[config.mk]
export PLATFORM = sky130hd
export DESIGN_NAME = cic_comb_dec
export DESIGN_NICKNAME = d
export VERILOG_FILES = /design/src/rtl/cic_comb_dec.sv
export SDC_FILE = /design/constraint.sdc
export NUM_CORES = 1
export LEC_CHECK = 0
export BUFFER_PORTS_ARGS = -buffer_cell sky130_fd_sc_hd__buf_2
export CAP_MARGIN = 40
export CORE_ASPECT_RATIO = 1.4
export CORE_UTILIZATION = 50
export DETAILED_ROUTE_END_ITERATION = 6
export PLACE_DENSITY = 0.71
export SLEW_MARGIN = 30
export SYNTH_ARGS = -nofsm -noshare
export SYNTH_HDL_FRONTEND = slang
export SYNTH_SLANG_ARGS = --single-unit
[constraint.sdc]
create_clock -name clk -period 3.3 [get_ports clk]
set_input_delay 0.66 -clock clk [delete_from_list [all_inputs] [get_ports clk]]
set_output_delay 0.66 -clock clk [all_outputs]
set_load 0.05 [all_outputs]
[src/rtl/cic_comb_dec.sv]
// CIC decimator back end: rate-R sample selection followed by N comb stages and output quantization.
// Define CIC_COMB_ROUND_EN to round half-up with positive saturation instead of truncating.
module cic_comb_dec #(
  parameter int Win  = 38,
  parameter int Wout = 16,
  parameter int R    = 8,
  parameter int N    = 3
) (
  input  logic                   clk,
  input  logic                   rst,
  input  logic signed [Win-1:0]  data_in,
  input  logic                   val_in,
  output logic signed [Wout-1:0] data_out,
  output logic                   val_out
);

  localparam int CW = (R > 1) ? $clog2(R) : 1;
  localparam logic [CW-1:0] CNT_LAST = CW'(R - 1);

  logic [CW-1:0]          cnt;
  logic                   keep;
  logic signed [Win-1:0]  stg [0:N];
  logic signed [Win-1:0]  dly [1:N];
  logic [N:0]             vld;
  logic signed [Wout-1:0] q;

  assign keep = val_in && (cnt == '0);

  // Delay registers only move on stage-valid cycles, so gaps in val_in leave the combs untouched.
  always_ff @(posedge clk) begin
    if (rst) begin
      cnt      <= '0;
      vld      <= '0;
      data_out <= '0;
      val_out  <= 1'b0;
      for (int k = 0; k <= N; k++) stg[k] <= '0;
      for (int k = 1; k <= N; k++) dly[k] <= '0;
    end else begin
      if (val_in) cnt <= (cnt == CNT_LAST) ? '0 : cnt + CW'(1);
      vld <= {vld[N-1:0], keep};
      if (keep) stg[0] <= data_in;
      for (int k = 1; k <= N; k++) begin
        if (vld[k-1]) begin
          stg[k] <= stg[k-1] - dly[k];
          dly[k] <= stg[k-1];
        end
      end
      val_out <= vld[N];
      if (vld[N]) data_out <= q;
    end
  end

`ifdef CIC_COMB_ROUND_EN
  generate
    if (Win > Wout) begin : g_round
      localparam int S = Win - Wout;
      localparam logic signed [Win-1:0] HALF = {{(Win-1){1'b0}}, 1'b1} << (S - 1);
      logic signed [Win-1:0] sum;
      assign sum = stg[N] + HALF;
      // A non-negative value that turns negative after adding HALF has overflowed.
      assign q = (!stg[N][Win-1] && sum[Win-1]) ? {1'b0, {(Wout-1){1'b1}}}
                                                : Wout'(sum >>> S);
    end else begin : g_ident
      assign q = Wout'(stg[N]);
    end
  endgenerate
`else
  assign q = Wout'(stg[N] >>> (Win - Wout));
`endif

endmodule

==> summary.md <==
| Metric | Value |
|---|---|
| Worst Setup Start Kind | flip-flop |
| Worst Slack Setup Final | ~140 ps |
| GRT met2 Usage | roughly 32% |
| Worst Max-Slew Pin Slew | between 500 and 600 ps |
| Core area | around 30000 um2 |
| R2R depth | 14 |
| Post-route design area | 17000 um2 |
| Vias in the first global route | roughly 10000 |
| PD cells | 515 nW/um2 |
| Final hold viol count | 0 |
| Post-synth cell types | between 60 and 70 |
| CTS Buf Count | 27 |
| Initial antenna violation count | 0 |
| Crit-path cells | inv_1 > ha_1 > inv_1 > fa_1 > a21o_1 > a221oi_2 > o211ai_1 > a211oi_1 > buf_4 > o211a_1 > o221ai_1 > o21ai_1 > xor2_1 > nor2_1 |
| Vias per std cell | roughly 5.3 |
| CP max stage cell | fa_1 |
| Syn avg cell area | between 10 and 15 um2 |
| DRC | 0 |
| Synth Flop Type | edfxtp_1 |
| First-pass GRT wire length | 44.8 mm |
| Mapped Nets | approximately 1600 |
| Die W | roughly 150 um |
| Clock Skew | around 28 ps |
| Global-route track usage on met1 | between 15 and 20% |
| Synth area leader | edfxtp_1 |
| I/O Pins | just under 60 |
| Min-Delay Path Class | input pin to flip-flop |
| Max-slew violation count | 0 |
| WHS Path Cells | 2 |
| Final ANT Viol Nets | 0 |
| Period utilization | between 90% and 100% |
| # rows | between 70 and 80 |
| Area growth syn-to-layout | 10.9% |
| Detailed placer's ending HPWL | between 15 and 20 mm |
| Die extent in y | 209 um |
| Placed Cells | approximately 1900 |
| Finish-stage setup viols | 0 |
| Crit. path cell count | 14 |
| CTS sink cnt | between 200 and 300 |
| Bufs and invs on worst path | 3 |
| Cell Area, Placed | about 16000 um2 |
| Top cell type's share of synthesized area | approximately 48% |
| Number of synthesized flops with an enable pin | roughly 240 |
| Max clock buf depth | 3 |
| Commonest cells in the netlist | edfxtp_1, and2_1, inv_1, nor2_1, ha_1 |
| TritonRoute pass-1 iters | 6 |
| Initial Util | 51.0% |
| Total track usage | approximately 17% |
| Hold slack | just under 400 ps |
| Largest net degree at the start of global routing | 77 |
| P_leak | a little over 7 nW |
| Post-layout util | between 50 and 60% |
| Worst EP required | roughly 3600 ps |
| Status | completed |
| Setup crit end kind | flip-flop |
| Die ar. | around 31000 um2 |
| Setup TNS | 0 ps |
| Asr flop ratio synth | 0% |
| Crit path kind | flip-flop to flip-flop |
| Synth top area cells | edfxtp_1, ha_1, and2_1 |
| Max Cap Viol | 0 |
| CTS tree | yes |
| Delay-heaviest family, CP | compound AO/OA/AOI/OAI gates |
| Max incr delay on CP | 390 ps |
| ANT cells | 0 |
| Critical Path Start | stg[1][0] |
| Final WL | between 20 and 30 mm |
| Reg-to-Reg Start | stg[1][0] |
| Peak supply drop | roughly 0.47 mV |
| Synthesized flop and latch total | about 270 |
| Final non-filler cell total | roughly 1900 |
| Mapped Area | 15400 um2 |
| Clock Pin Slew Worst Setup and Hold Paths | roughly 60 ps |
| # nets final | between 1500 and 2000 |
| Gr busiest metal | met2 |
| WL/cell | 13.7 um |
| IO Port Bufs | 57 |
| Via count | 10100 |
| Crit-path max FO | 3 |
| Worst Path Arrival | about 3400 ps |
| Slew Limit Headroom | slightly above 60% |
| Hold_buf cts | 0 |
| Root Buffer | clkbuf_16 |
| Met3 GRT Util | around 2.5% |
| Most used cell, CP | inv_1 |
| Cell count after synthesis | 1456 |
| Max Fclk | 0.316 GHz |
| Seq/Total Area, Yosys | 50.8% |
| RD Place Congestion | approximately 0.87 |
| Clock Latency Late Sink | 540 ps |
| Total power draw | ~8.8 mW |
| Layout cells sized above 1 | roughly a tenth |
| Hold path start | data_in[29] |
| Grt ovf | 0 |
| Tmin final | ~3200 ps |
| Count leader, synth | edfxtp_1 |
| Synth warn | 0 |
| Clock H-tree levels | 1 |
| Pre-CTS setup slack | about 35 ps |
| 1st-iter DRT viols | around 430 |
==> placed cells by master (no fill, tap or decap), drive strengths merged, types with 3 or more instances in the layout <==
cell type  count
a21o          59
nand2         45
buf           83
ha           113
nor2         136
nand2b        11
xor2          31
or2            8
o21bai        16
nor3          20
a21oi        101
and3          10
o21a          14
a211oi        12
and2         156
dfxtp         24
a211o          6
clkinv        14
o2111ai        3
nand3         21
o211ai         6
xnor2         48
inv          146
nor2b          8
a221oi         3
o41ai          4
a31oi         13
mux2i         19
o31ai          9
o21ai         51
clkbuf        29
edfxtp       244
nand4         26
o221a          3
==> state kept, by name, indices dropped and copies added (netlist names) <==
register and flops:
cnt 3, vld 4, val_out 1, data_out 16, dly 114, stg 130
==> final timing paths <==
kind | end | slack, ps
setup / recovery | stg[2][36] | 140
hold / removal | stg[0][29] | 400
setup reg to reg | stg[2][36] | 140
hold reg to reg | data_out[13] | 480
==> worst reg2reg max path, cell delays in order (launching register included) <==
cell	delay [ps]
edfxtp_1	350
inv_1	80
ha_1	170
inv_1	60
fa_1	390
a21o_1	210
a221oi_2	350
o211ai_1	200
a211oi_1	280
buf_4	170
o211a_1	210
o221ai_1	140
o21ai_1	110
xor2_1	150
nor2_1	60
==> layout make-up <==
cell class                      count  area (um2)
Sequential cell                   268        7810
Multi-Input combinational cell    988        6850
Tap cell                          385         482
Fill cell                        2570       13100
Clock inverter                     19         151
Timing Repair Buffer               83         532
Clock buffer                       29         683
Inverter                          144         541
==> kinds of logic (layout without fill, tap and decap cells) <==
| logic type | count (synthesis) | count (layout) | synth area share [%] |
|---|---|---|---|
| simple gates | 452 | 452 | 15.2 |
| compound gates | 323 | 323 | 13.9 |
| flops | 268 | 268 | 50.8 |
| buf+inv | 200 | 275 | 4.89 |
| fa+ha+maj | 115 | 115 | 9.46 |
| xor+xnor | 79 | 79 | 4.50 |
| mux | 19 | 19 | 1.24 |
==> report_power, final <==
part           internal (mW)  total [mW]  switching (mW)
clock network           1.65        2.89            1.24
registers               3.94        4.03          0.0894
logic                  0.795        1.86            1.06
total                   6.38        8.77            2.39
==> per-layer routing <==
layer | part of all wire, % | up-vias
met2 | 51 | 160
met4 | 2.8 | 0
met5 | 0 | -
li1 | - | 5263
met1 | 43 | 4666
met3 | 3.1 | 53
==> repair_timing <==
item / in CTS / in global routing
buffers inserted: 0 / 2
setup endpoints to repair: 0 / 11
resized for setup: 0 / 7
Note: power is estimated with default switching activity, not from simulation.
